## src/rtl/lsu_stage_pkg.sv

```systemverilog
// Shared definitions for the load/store stage: word width, memory access
// size encodings, the LSU state type and the misalignment predicate used
// when LSU_MISALIGN_TRAP_EN is defined.
package riscv_defines;

    localparam int WORD_WIDTH = 32;

    localparam logic [1:0] MEM_BYTE = 2'b00;
    localparam logic [1:0] MEM_HALF = 2'b01;
    localparam logic [1:0] MEM_WORD = 2'b10;

    typedef enum logic [1:0] {
        IDLE = 2'd0,
        REQ  = 2'd1,
        WAIT = 2'd2,
        DONE = 2'd3
    } lsu_state_t;

    // Halves need addr[0]=0; words (and the reserved size) need addr[1:0]=0.
    function automatic logic is_misaligned(input logic [1:0] size, input logic [1:0] off);
        logic mis;
        case (size)
            MEM_BYTE: mis = 1'b0;
            MEM_HALF: mis = off[0];
            default:  mis = (off != 2'b00);
        endcase
        return mis;
    endfunction

endpackage

```

## src/rtl/lsu_align.sv

```systemverilog
// Combinational data alignment for the LSU: byte-enable and replicated
// store-data generation, plus load-data extraction and sign/zero extension.
// Address bits that a size does not use are treated as zero.
module lsu_align
    import riscv_defines::*;
(
    input  logic [1:0]            addr_lo,
    input  logic [1:0]            size,
    input  logic                  load_unsigned,
    input  logic [WORD_WIDTH-1:0] store_data,
    input  logic [WORD_WIDTH-1:0] rdata,
    output logic [3:0]            be,
    output logic [WORD_WIDTH-1:0] wdata,
    output logic [WORD_WIDTH-1:0] load_data
);

    logic [1:0]            offset_s;
    logic [WORD_WIDTH-1:0] shifted_s;

    // Effective byte offset, byte enables and replicated store data per size.
    always_comb begin
        offset_s = 2'b00;
        be       = 4'b1111;
        wdata    = store_data;
        case (size)
            MEM_BYTE: begin
                offset_s = addr_lo;
                be       = 4'b0001 << addr_lo;
                wdata    = {4{store_data[7:0]}};
            end
            MEM_HALF: begin
                offset_s = {addr_lo[1], 1'b0};
                be       = 4'b0011 << {addr_lo[1], 1'b0};
                wdata    = {2{store_data[15:0]}};
            end
            default: begin
                offset_s = 2'b00;
                be       = 4'b1111;
                wdata    = store_data;
            end
        endcase
    end

    assign shifted_s = rdata >> {offset_s, 3'b000};

    // Pick the addressed byte/half from the read word and extend it.
    always_comb begin
        load_data = shifted_s;
        case (size)
            MEM_BYTE: begin
                if (load_unsigned) begin
                    load_data = {24'h000000, shifted_s[7:0]};
                end else begin
                    load_data = {{24{shifted_s[7]}}, shifted_s[7:0]};
                end
            end
            MEM_HALF: begin
                if (load_unsigned) begin
                    load_data = {16'h0000, shifted_s[15:0]};
                end else begin
                    load_data = {{16{shifted_s[15]}}, shifted_s[15:0]};
                end
            end
            default: begin
                load_data = shifted_s;
            end
        endcase
    end

endmodule

```

## src/rtl/lsu_stage.sv

```systemverilog
// Load/store pipeline stage driving a req/gnt/rvalid data-memory port.
// One access at a time; the upstream pipeline is stalled until the response.
// Optional macro LSU_MISALIGN_TRAP_EN: misaligned halves/words are trapped
// (misaligned_o pulse) instead of being issued with low address bits ignored.
module lsu_stage
    import riscv_defines::*;
(
    input  logic                  clk_i,
    input  logic                  rst_i,
    input  logic [WORD_WIDTH-1:0] ex_data_i,
    input  logic [WORD_WIDTH-1:0] rdata2_store_i,
    input  logic                  load_en_i,
    input  logic                  store_en_i,
    input  logic [1:0]            mem_size_i,
    input  logic                  load_unsigned_i,
    output logic                  lsu_stall_o,
    output logic [WORD_WIDTH-1:0] wb_data_o,
    output logic                  wb_valid_o,
    output logic                  misaligned_o,
    output logic                  data_req_o,
    input  logic                  data_gnt_i,
    input  logic                  data_rvalid_i,
    output logic [WORD_WIDTH-1:0] data_addr_o,
    output logic                  data_we_o,
    output logic [3:0]            data_be_o,
    output logic [WORD_WIDTH-1:0] data_wdata_o,
    input  logic [WORD_WIDTH-1:0] data_rdata_i
);

    lsu_state_t            state_r;
    lsu_state_t            state_n;
    logic                  accept_s;
    logic                  misaligned_s;

    logic [WORD_WIDTH-1:0] addr_r;
    logic [1:0]            size_r;
    logic                  uns_r;
    logic                  we_r;
    logic [3:0]            be_r;
    logic [WORD_WIDTH-1:0] wdata_r;

    logic                  req_r;
    logic                  wb_valid_r;
    logic [WORD_WIDTH-1:0] wb_data_r;

    logic [1:0]            align_addr_s;
    logic [1:0]            align_size_s;
    logic                  align_uns_s;
    logic [3:0]            align_be_s;
    logic [WORD_WIDTH-1:0] align_wdata_s;
    logic [WORD_WIDTH-1:0] align_load_s;

    assign accept_s = (state_r == IDLE) && (load_en_i || store_en_i);

`ifdef LSU_MISALIGN_TRAP_EN
    assign misaligned_s = is_misaligned(mem_size_i, ex_data_i[1:0]);
`else
    assign misaligned_s = 1'b0;
`endif

    // In IDLE the aligner formats the incoming store; afterwards it works on
    // the latched access so the load response is extracted correctly.
    assign align_addr_s = (state_r == IDLE) ? ex_data_i[1:0]  : addr_r[1:0];
    assign align_size_s = (state_r == IDLE) ? mem_size_i      : size_r;
    assign align_uns_s  = (state_r == IDLE) ? load_unsigned_i : uns_r;

    lsu_align u_align (
        .addr_lo       (align_addr_s),
        .size          (align_size_s),
        .load_unsigned (align_uns_s),
        .store_data    (rdata2_store_i),
        .rdata         (data_rdata_i),
        .be            (align_be_s),
        .wdata         (align_wdata_s),
        .load_data     (align_load_s)
    );

    // Next-state logic of the access sequencer.
    always_comb begin
        state_n = state_r;
        case (state_r)
            IDLE: begin
                if (accept_s) begin
                    if (misaligned_s) begin
                        state_n = DONE;
                    end else begin
                        state_n = REQ;
                    end
                end else begin
                    state_n = IDLE;
                end
            end
            REQ: begin
                if (data_gnt_i) begin
                    state_n = WAIT;
                end else begin
                    state_n = REQ;
                end
            end
            WAIT: begin
                if (data_rvalid_i) begin
                    state_n = DONE;
                end else begin
                    state_n = WAIT;
                end
            end
            DONE: begin
                state_n = IDLE;
            end
            default: begin
                state_n = IDLE;
            end
        endcase
    end

    // State register.
    always_ff @(posedge clk_i or posedge rst_i) begin
        if (rst_i) begin
            state_r <= IDLE;
        end else begin
            state_r <= state_n;
        end
    end

    // Capture the access attributes and formatted store data on accept.
    // A simultaneous load+store is treated as a load.
    always_ff @(posedge clk_i or posedge rst_i) begin
        if (rst_i) begin
            addr_r  <= 32'h0000_0000;
            size_r  <= 2'b00;
            uns_r   <= 1'b0;
            we_r    <= 1'b0;
            be_r    <= 4'b0000;
            wdata_r <= 32'h0000_0000;
        end else if (accept_s) begin
            addr_r  <= ex_data_i;
            size_r  <= mem_size_i;
            uns_r   <= load_unsigned_i;
            we_r    <= store_en_i & ~load_en_i;
            be_r    <= align_be_s;
            wdata_r <= align_wdata_s;
        end
    end

    // Memory request and writeback result registers.
    always_ff @(posedge clk_i or posedge rst_i) begin
        if (rst_i) begin
            req_r      <= 1'b0;
            wb_valid_r <= 1'b0;
            wb_data_r  <= 32'h0000_0000;
        end else begin
            req_r      <= (state_n == REQ);
            wb_valid_r <= (state_r == WAIT) && data_rvalid_i && !we_r;
            if ((state_r == WAIT) && data_rvalid_i && !we_r) begin
                wb_data_r <= align_load_s;
            end
        end
    end

`ifdef LSU_MISALIGN_TRAP_EN
    logic mis_r;

    // Trap pulse lands in the DONE cycle that follows a misaligned accept.
    always_ff @(posedge clk_i or posedge rst_i) begin
        if (rst_i) begin
            mis_r <= 1'b0;
        end else begin
            mis_r <= accept_s && misaligned_s;
        end
    end

    assign misaligned_o = mis_r;
`else
    assign misaligned_o = 1'b0;
`endif

    assign lsu_stall_o  = accept_s || (state_r == REQ) || (state_r == WAIT);
    assign data_req_o   = req_r;
    assign data_addr_o  = {addr_r[31:2], 2'b00};
    assign data_we_o    = we_r;
    assign data_be_o    = be_r;
    assign data_wdata_o = wdata_r;
    assign wb_data_o    = wb_data_r;
    assign wb_valid_o   = wb_valid_r;

endmodule

```

## config.mk

```make
export PLATFORM = sky130hd
export DESIGN_NAME = lsu_stage
export DESIGN_NICKNAME = d
export VERILOG_FILES = /design/src/rtl/lsu_stage_pkg.sv /design/src/rtl/lsu_align.sv /design/src/rtl/lsu_stage.sv
export SDC_FILE = /design/constraint.sdc
export NUM_CORES = 1
export LEC_CHECK = 0
export CAP_MARGIN = 25
export CORE_ASPECT_RATIO = 1.4
export CORE_MARGIN = 5
export CORE_UTILIZATION = 43
export DETAILED_ROUTE_END_ITERATION = 7
export HOLD_SLACK_MARGIN = 0.15
export PLACE_DENSITY = 0.8
export SYNTH_ARGS = -nofsm -noshare
export SYNTH_HDL_FRONTEND = slang
export SYNTH_SLANG_ARGS = --single-unit
```

## constraint.sdc

```tcl
create_clock -name clk_i -period 4.5 [get_ports clk_i]
set_input_delay 0.675 -clock clk_i [delete_from_list [all_inputs] [get_ports clk_i]]
set_output_delay 0.675 -clock clk_i [all_outputs]
set_load 0.05 [all_outputs]
```

==> flow_summary.json, run 1 <==
{
  "layout_setup_ws_ps": 1590,
  "holdWs_ps": 478,
  "route.detailed.vias_per_inst": 5.15,
  "yosysUniqueCellTypes": 43,
  "portBuffers": 206,
  "p_clk_frac": 0.124,
  "design_area_sq_um": 7420,
  "gr-total-overflow": 0,
  "post_cts_resize_count": 0,
  "drt-initial-drc-count": 156,
  "worst_ir_drop_on_vdd_mv": 0.525,
  "critPathCaptureType": "register",
  "timing.hold.worst.start": "addr_r[0]",
  "leakagePower_nw": 3.31,
  "cts_max_level": 3,
  "run_status": "complete, no violations",
  "power.share.combinational": 0.623,
  "synth_largest_type_area_fraction": 0.528,
  "first_global_vias": 4822,
  "layoutNonFillerInstCount": 868,
  "worst_setup_path_start_kind": "input port",
  "post-route-min-period_ps": 2910,
  "n_antenna_cell": 0,
  "async_reset_ff_frac": 1.00,
  "global_route.usage.total": 0.226,
  "hold_buffers": 0,
  "die_x_um": 102,
  "synth_sequential_area_ratio": 0.528,
  "reg2reg_end": "wb_data_o[0]",
  "finalSetupViolCount": 0,
  "io_pins": 210,
  "antenna_left": 0,
  "post-layout-total-power_mw": 6.87,
  "placedInstanceArea_sq_um": 7100,
  "synth_seq_cells": 108,
  "place.detailed.hpwl_mm": 12.0,
  "worst_pin_slew_ps": 874,
  "total_switching_power_mw": 3.48,
  "finalWirelength_mm": 15.9,
  "timing.rr.start": "state_r[1]",
  "achievable-frequency_ghz": 0.344,
  "setup_total_negative_slack_ps": 0,
  "crit_required_ps": 4730,
  "most-common-layout-cells": "sky130_fd_sc_hd__clkdlybuf4s50_1, sky130_fd_sc_hd__nand2_1, sky130_fd_sc_hd__dfrtp_1",
  "rr_worst_depth": 7,
  "worst_slew_margin_rel": 0.417,
  "cts-root-to-sink-buffers": 2,
  "worst_setup_path_startpoint": "mem_size_i[1]",
  "register_share_of_total_power": 0.253,
  "drt_pre_antenna_iters": 5,
  "leading_cell_types_by_total_area_after_synthesis": "sky130_fd_sc_hd__dfrtp_1, sky130_fd_sc_hd__nand2_1, sky130_fd_sc_hd__mux2i_1, sky130_fd_sc_hd__buf_4, sky130_fd_sc_hd__o22a_1",
  "biggest_fanout_along_the_worst_timing_path": 16,
  "floorplan.rows": 47,
  "cts_num_sinks": 108,
  "synth_area_per_cell_sq_um": 9.32,
  "detailroute.via_count": 4472,
  "place.detailed.instances": 852,
  "final.setup_skew_ps": 8.76,
  "synth.cell_area_sq_um": 5120,
  "power_density_nw_per_um2": 926,
  "mostFrequentLayoutCell": "sky130_fd_sc_hd__clkdlybuf4s50_1",
  "clk-insertion-delay-late_ps": 340,
  "holdCritPathClass": "register to register",
  "routabilityCongestion": 0.933,
  "first_pass_grt_wire_length_mm": 25.1,
  "route.detailed.drc": 0,
  "pre_cts_setup_slack_ps": 1240,
  "clock_tree_from_tritoncts": "yes",
  "flow.area_growth_from_synthesis_pct": 45.0,
  "number_of_synthesis_warnings": 0,
  "tritoncts.num_buffers": 9,
  "post_route_fraction_of_the_period_consumed_by_the_critical_path": 0.646,
  "cts.root.buffer_cell": "sky130_fd_sc_hd__clkbuf_16",
  "switching_share_of_power": 0.507,
  "core-area_sq_um": 11800,
  "critPathArrivalTime_ps": 3130,
  "setup_repair_after_global_routing_missed_its_margin": "no",
  "maximum_number_of_pins_on_one_net_before_global_route_repair": 71,
  "critical_path.endpoint": "wb_data_o[0]",
  "initial_core_util": 0.435,
  "grt_antenna_before_repair": 1,
  "dominantRegCellSynth": "sky130_fd_sc_hd__dfrtp_1",
  "post_synth_inst_count": 549,
  "ff2ff_setup_slack_ps": 2060,
  "path_class": "input port to register",
  "cap_viol_max_count": 0,
  "hold_viol": 0,
  "maxSlewViolCount": 0,
  "yosys.area.top_type": "sky130_fd_sc_hd__dfrtp_1",
  "utilization": 0.631,
  "die_height_um": 139,
  "synth_edf_count": 0,
  "clk_pin_slew_worst_paths_ps": 70,
  "final_nets": 821,
  "fp.dieArea_sq_um": 14200,
  "per_cell_routed_wire_length_um": 18.4,
  "p_int_mw": 3.38,
  "layout-drive-gt1-share": 0.0666,
  "post_cts_buffers": 0
}
## cell families (layout without fill, tap and decap cells)
family	Yosys count	in the layout	synth area share
DFF	108	108	0.528
other	1	3	0.000733
muxes	32	32	0.0643
buffers and inverters	75	245	0.0844
and+or+nand+nor	245	245	0.192
AOI/OAI and AO/OA	88	88	0.130
## cells in the mapped netlist (all sizes together) (8+ instances only)
cell      n
nand2   176
dfrtp   108
nor2     53
buf      40
mux2i    25
clkbuf   24
o22a     24
a31oi    17
o21ai    16
a21oi    11
inv      11
a222oi    8
## per-layer routing
metal,share of wire,vias up,global-route usage
met5,0.00082,-,0
met2,0.50,175,0.378
met4,0.022,2,0.0836
li1,-,2134,-
met3,0.085,28,0.0700
met1,0.39,2133,0.270
## state kept, by name, summed over array words and instances (netlist names)
signal	cells
data_be_o	4
wb_valid_o	1
wb_data_o	32
size_r	2
uns_r	1
addr_r	32
data_we_o	1
data_wdata_o	32
data_req_o	1
state_r	2
## worst max-delay path, cell delays in order
cell,delay (ps)
sky130_fd_sc_hd__clkdlybuf4s50_1,520
sky130_fd_sc_hd__or4_1,590
sky130_fd_sc_hd__a21boi_1,150
sky130_fd_sc_hd__buf_4,210
sky130_fd_sc_hd__nor2_8,320
sky130_fd_sc_hd__mux2i_1,300
sky130_fd_sc_hd__mux2i_1,90
sky130_fd_sc_hd__mux2_2,270
## final cells by class
class | instances | area (sq um)
Multi-Input combinational cell | 368 | 2010
Sequential cell | 108 | 2700
Timing Repair Buffer | 218 | 2150
Clock inverter | 7 | 101
Tap cell | 147 | 184
Inverter | 11 | 43.8
Fill cell | 957 | 4340
Clock buffer | 9 | 225
## worst min path at each step
stage,to,depth (start not counted)
5_1_grt,data_wdata_o[2],2
4_1_cts,addr_r[26],2
6_report,addr_r[0],2
3_3_place_gp,addr_r[26],2
3_5_place_dp,data_wdata_o[1],2
2_1_floorplan,uns_r,2
## power by group through the flow
stage | sequential [mW] | clock (mW) | combinational [mW]
6_report | 1.74 | 0.849 | 4.28
2_1_floorplan | 2.80 | 0 | 1.99
5_1_grt | 1.80 | 0.894 | 4.54
4_1_cts | 1.74 | 0.865 | 4.31
3_3_place_gp | 1.74 | 0 | 4.23
3_5_place_dp | 1.76 | 0 | 4.30
Note: power is estimated with default switching activity, not from simulation.
==> run 2, diff against run 1 <==
--- a/config.mk
+++ b/config.mk
@@ -8,10 +8,10 @@
 export CAP_MARGIN = 25
 export CORE_ASPECT_RATIO = 1.4
 export CORE_MARGIN = 5
-export CORE_UTILIZATION = 43
+export CORE_UTILIZATION = 39
 export DETAILED_ROUTE_END_ITERATION = 7
 export HOLD_SLACK_MARGIN = 0.15
-export PLACE_DENSITY = 0.8
+export PLACE_DENSITY = 0.77
 export SYNTH_ARGS = -nofsm -noshare
 export SYNTH_HDL_FRONTEND = slang
 export SYNTH_SLANG_ARGS = --single-unit
==> constraint.sdc (replaced) <==
create_clock -name clk_i -period 2.4 [get_ports clk_i]
set_input_delay 0.36 -clock clk_i [delete_from_list [all_inputs] [get_ports clk_i]]
set_output_delay 0.36 -clock clk_i [all_outputs]
set_load 0.05 [all_outputs]
==> run 2 against run 1 <==
Net effect: clock-buffer cell count unchanged; highest routed layer is now met4; clock skew is essentially flat; sequential cell count stayed put; total power is 90% higher.
==> flow_summary.json, run 2 (synthesis gave the netlist of run 1 again) <==
{
  "maxSlewViolCount": 0,
  "worst_setup_path_start_kind": "input port",
  "drt_pre_antenna_iters": 6,
  "global_route.usage.total": 0.207,
  "initial_core_util": 0.397,
  "crit_required_ps": 2630,
  "route.detailed.drc": 0,
  "met1_usage": 0.253,
  "drt-initial-drc-count": 213,
  "hold_buffers": 0,
  "most-common-layout-cells": "sky130_fd_sc_hd__clkdlybuf4s50_1, sky130_fd_sc_hd__nand2_1, sky130_fd_sc_hd__dfrtp_1",
  "maximum_number_of_pins_on_one_net_before_global_route_repair": 109,
  "gr-total-overflow": 0,
  "final_nets": 843,
  "clk_pin_slew_worst_paths_ps": 80,
  "flow.area_growth_from_synthesis_pct": 49.8,
  "grt_antenna_before_repair": 0,
  "critPathArrivalTime_ps": 2550,
  "clock_tree_from_tritoncts": "yes",
  "die_height_um": 146,
  "place.detailed.hpwl_mm": 12.1,
  "antenna_left": 0,
  "multiInputGateArea_sq_um": 2030,
  "post-layout-total-power_mw": 13.1,
  "leakagePower_nw": 3.43,
  "floorplan.rows": 49,
  "per_cell_routed_wire_length_um": 18.0,
  "die_x_um": 107,
  "ff2ff_setup_slack_ps": 160,
  "setup_repair_after_global_routing_missed_its_margin": "no",
  "mostFrequentLayoutCell": "sky130_fd_sc_hd__clkdlybuf4s50_1",
  "layoutNonFillerInstCount": 896,
  "grt_use_met3": 0.0613,
  "detailroute.via_count": 4577,
  "final.setup_skew_ps": 9.16,
  "post-route-min-period_ps": 2320,
  "hold_viol": 0,
  "fp.dieArea_sq_um": 15500,
  "n_antenna_cell": 0,
  "final-seq-area_sq_um": 2700,
  "layout-drive-gt1-share": 0.102,
  "power_density_nw_per_um2": 1710,
  "holdCritPathClass": "register to register",
  "first_pass_grt_wire_length_mm": 25.6,
  "cap_viol_max_count": 0,
  "path_class": "input port to register",
  "route.detailed.vias_per_inst": 5.11,
  "first_global_vias": 4755,
  "cts-root-to-sink-buffers": 2,
  "cts_num_sinks": 108,
  "io_pins": 210,
  "critPathCaptureType": "register",
  "finalWirelength_mm": 16.1,
  "achievable-frequency_ghz": 0.431,
  "clk-insertion-delay-late_ps": 350,
  "fill_cells": 1103,
  "gr-max-usage-layer": "met2",
  "worst_ir_drop_on_vdd_mv": 0.997,
  "cts_max_level": 3,
  "run_status": "complete, no violations",
  "cts.root.buffer_cell": "sky130_fd_sc_hd__clkbuf_16",
  "portBuffers": 206,
  "biggest_fanout_along_the_worst_timing_path": 12,
  "core-area_sq_um": 12900,
  "place.detailed.instances": 879,
  "worst_pin_slew_ps": 592,
  "gr-usage-met2": 0.349,
  "routabilityCongestion": 0.920,
  "finalSetupViolCount": 0,
  "tritoncts.num_buffers": 9,
  "post_route_fraction_of_the_period_consumed_by_the_critical_path": 0.966,
  "worst_slew_margin_rel": 0.603
}
-- run 2: cell types whose count changed in the layout (fill, tap and decap cells not counted), sizes merged --
cell	delta
bufinv	-2
buf	+23
clkdlybuf4s50	-1
inv	+3
clkinv	-1
-- run 2: area by class of cell --
cell class | count | share of cell area
clock buffer | 9 | 0.0294
clock inverter | 7 | 0.00881
inverter | 11 | 0.00588
multi-input combinational | 368 | 0.265
sequential | 108 | 0.353
tap | 153 | 0.0250
timing repair buffer | 240 | 0.313
-- run 2: routing by layer --
metal,up-vias,wire [um],share of wire
li1,2173,-,-
met5,-,0,0
met2,201,8140,0.50
met3,30,1300,0.080
met4,0,404,0.025
met1,2173,6300,0.39
-- run 2: stage by stage --
step | hold WS (ps) | setup TNS (ps) | util | area (sq um) | setup slack, ps
6_report | 477 | 0 | 0.595 | 7670 | 81.8
5_1_grt | 496 | 0 | 0.595 | 7670 | 1.16
3_3_place_gp | 456 | -9300 | 0.570 | 7330 | -345
2_1_floorplan | 445 | 0 | - | 5130 | 198
3_5_place_dp | 461 | -10950 | 0.570 | 7330 | -413
4_1_cts | 481 | 0 | 0.593 | 7630 | 80.6
-- run 2: critical path, cell delays in order --
cell and delay [ps]:
sky130_fd_sc_hd__clkdlybuf4s50_1 420, sky130_fd_sc_hd__or4_1 580, sky130_fd_sc_hd__a21boi_2 240, sky130_fd_sc_hd__nor2_8 160
sky130_fd_sc_hd__buf_12 160, sky130_fd_sc_hd__mux2i_2 250, sky130_fd_sc_hd__mux2i_1 90, sky130_fd_sc_hd__mux2_2 270
-- run 2: final timing paths --
path / endpoint / cells past startpoint / start
max: wb_data_o[3] / 8 / mem_size_i[0]
min: addr_r[14] / 2 / addr_r[14]
max reg2reg: wb_data_o[23] / 8 / state_r[0]
min reg2reg: addr_r[14] / 2 / addr_r[14]
max in group asynchronous: data_be_o[0] / 3 / rst_i
min in group asynchronous: state_r[1] / 3 / rst_i
-- run 2: power by group --
part           internal, mW  switching [mW]  total [mW]
logic                  2.97            5.38        8.35
registers              2.73           0.531        3.26
clock network         0.732           0.740        1.47
-- run 2: repair_timing --
action	CTS	global route
gates resized for setup	1	4
buffers inserted	0	1
pin swaps	0	1
hold endpoints to repair	0	0
setup endpoints to repair	16	19
==> run 3, diff against run 2 <==
--- a/config.mk
+++ b/config.mk
@@ -6,12 +6,11 @@
 export NUM_CORES = 1
 export LEC_CHECK = 0
 export CAP_MARGIN = 25
-export CORE_ASPECT_RATIO = 1.4
 export CORE_MARGIN = 5
 export CORE_UTILIZATION = 39
 export DETAILED_ROUTE_END_ITERATION = 7
 export HOLD_SLACK_MARGIN = 0.15
-export PLACE_DENSITY = 0.77
+export PLACE_DENSITY = 0.79
 export SYNTH_ARGS = -nofsm -noshare
 export SYNTH_HDL_FRONTEND = slang
 export SYNTH_SLANG_ARGS = --single-unit
==> run 3 against run 2 <==
Net effect: sequential share of layout area decreased by 0.17 points; routed wire length decreased by 1.2%; worst hold slack about the same; combinational power about the same; critical endpoint is now wb_data_o[2]; largest power group unchanged; highest routed layer unchanged.
==> flow_summary.json, run 3 (synthesis gave the netlist of run 1 again) <==
{
  "run_status": "complete, no violations",
  "maximum_number_of_pins_on_one_net_before_global_route_repair": 59,
  "place.detailed.hpwl_mm": 12.4,
  "ff2ff_setup_slack_ps": 140,
  "power_density_nw_per_um2": 1710,
  "worst_setup_path_start_kind": "input port",
  "critPathCaptureType": "register",
  "grt_antenna_before_repair": 0,
  "n_antenna_cell": 0,
  "pre_cts_setup_slack_ps": -478,
  "place.detailed.instances": 899,
  "mostFrequentLayoutCell": "sky130_fd_sc_hd__clkdlybuf4s50_1",
  "cap_viol_max_count": 0,
  "fp.dieArea_sq_um": 15500,
  "route.detailed.vias_per_inst": 5.07,
  "hold_buffers": 0,
  "cts_num_sinks": 108,
  "final.setup_skew_ps": 6.88,
  "finalWirelength_mm": 16.0,
  "wl_met1_mm": 6.51,
  "first_global_vias": 4921,
  "cts_max_level": 3,
  "clock_tree_from_tritoncts": "yes",
  "path_class": "input port to register",
  "layout-drive-gt1-share": 0.0983,
  "layout_setup_ws_ps": 71.8,
  "die_height_um": 125,
  "detailroute.via_count": 4635,
  "worst_ir_drop_on_vdd_mv": 1.04,
  "achievable-frequency_ghz": 0.430,
  "design_area_sq_um": 7700,
  "finalSetupViolCount": 0,
  "crit_required_ps": 2620,
  "final_nets": 844,
  "core-area_sq_um": 12700,
  "top_layer_used": "met4",
  "global_route.usage.total": 0.201,
  "placedInstanceArea_sq_um": 7350,
  "worst_pin_slew_ps": 634,
  "per_cell_routed_wire_length_um": 17.4,
  "routabilityCongestion": 0.925,
  "worst_slew_margin_rel": 0.577,
  "setup_total_negative_slack_ps": 0,
  "drt-initial-drc-count": 351,
  "clk_pin_slew_worst_paths_ps": 70,
  "route.detailed.drc": 0,
  "leakagePower_nw": 3.44,
  "setup_repair_after_global_routing_missed_its_margin": "no",
  "io_pins": 210,
  "holdCritPathClass": "register to register",
  "biggest_fanout_along_the_worst_timing_path": 15,
  "met3WireLength_mm": 1.37,
  "floorplan.rows": 41,
  "met2_length_mm": 7.82,
  "most-common-layout-cells": "sky130_fd_sc_hd__clkdlybuf4s50_1, sky130_fd_sc_hd__nand2_1, sky130_fd_sc_hd__dfrtp_1",
  "holdWs_ps": 477,
  "post_route_fraction_of_the_period_consumed_by_the_critical_path": 0.970,
  "drt_pre_antenna_iters": 6,
  "antenna_left": 0,
  "cts.root.buffer_cell": "sky130_fd_sc_hd__clkbuf_16",
  "cts-root-to-sink-buffers": 2,
  "hold_viol": 0,
  "portBuffers": 206,
  "first_pass_grt_wire_length_mm": 25.5,
  "critPathArrivalTime_ps": 2550,
  "tritoncts.num_buffers": 9,
  "die_x_um": 125,
  "fill_cells": 1057,
  "gr-total-overflow": 0,
  "post-route-min-period_ps": 2330,
  "layoutNonFillerInstCount": 915,
  "flow.area_growth_from_synthesis_pct": 50.5,
  "maxSlewViolCount": 0,
  "clk-insertion-delay-late_ps": 330,
  "initial_core_util": 0.402
}
run 3: cell count changes in the layout (fill, tap and decap cells not counted), moves of 2 or more:
cell / before / now
sky130_fd_sc_hd__inv_6: 4 / 0
sky130_fd_sc_hd__mux2i_2: 5 / 2
sky130_fd_sc_hd__buf_4: 28 / 30
sky130_fd_sc_hd__clkbuf_8: 0 / 2
sky130_fd_sc_hd__mux2i_1: 20 / 22
run 3: worst paths after layout:
check | cells after the start | end | from
max | 8 | wb_data_o[2] | mem_size_i[0]
min | 2 | addr_r[2] | addr_r[2]
max reg2reg | 8 | wb_data_o[21] | state_r[0]
min reg2reg | 2 | addr_r[2] | addr_r[2]
max in group asynchronous | 3 | data_be_o[3] | rst_i
min in group asynchronous | 3 | state_r[0] | rst_i
run 3: cell type report:
cell class,count,area (sq um),share of cell area
clock buffers,12,256,0.0333
clock inverters,3,46.3,0.00601
inverters,11,45.0,0.00585
multi-input cells,368,2040,0.265
flip-flops and latches,108,2700,0.351
well taps,172,215,0.0279
repair buffers,241,2400,0.311
run 3: where the power goes:
group	switching (mW)	total, mW	leakage, nW	internal [mW]
combinational	5.40	8.37	2.01	2.97
clock	0.635	1.50	0.145	0.863
sequential	0.559	3.29	1.29	2.73
run 3: stage by stage:
step,power [mW],util
floorplan,8.99,-
global placement,11.5,0.578
detailed placement,11.7,0.578
CTS,13.2,0.602
global route,13.9,0.606
finish,13.2,0.606
run 3: critical path: stages:
cell and delay, ps:
sky130_fd_sc_hd__clkdlybuf4s50_1 420, sky130_fd_sc_hd__or4_1 590, sky130_fd_sc_hd__a21boi_4 210, sky130_fd_sc_hd__nor2_8 130, sky130_fd_sc_hd__buf_12 180, sky130_fd_sc_hd__mux2i_1 290, sky130_fd_sc_hd__mux2i_1 100, sky130_fd_sc_hd__mux2_2 270
run 3: what timing repair did:
action | in CTS | in global routing
resized for setup | 2 | 4
endpoints found under the hold margin | 0 | 0
cloned | 0 | 0
pin swaps | 0 | 1
setup buffers | 0 | 1
endpoints found under the setup margin | 19 | 22
run 3: per-layer routing:
metal,vias to the layer above,GRT usage
met4,0,0.0600
li1,2169,-
met5,-,0
met3,17,0.0566
met2,228,0.344
met1,2221,0.249
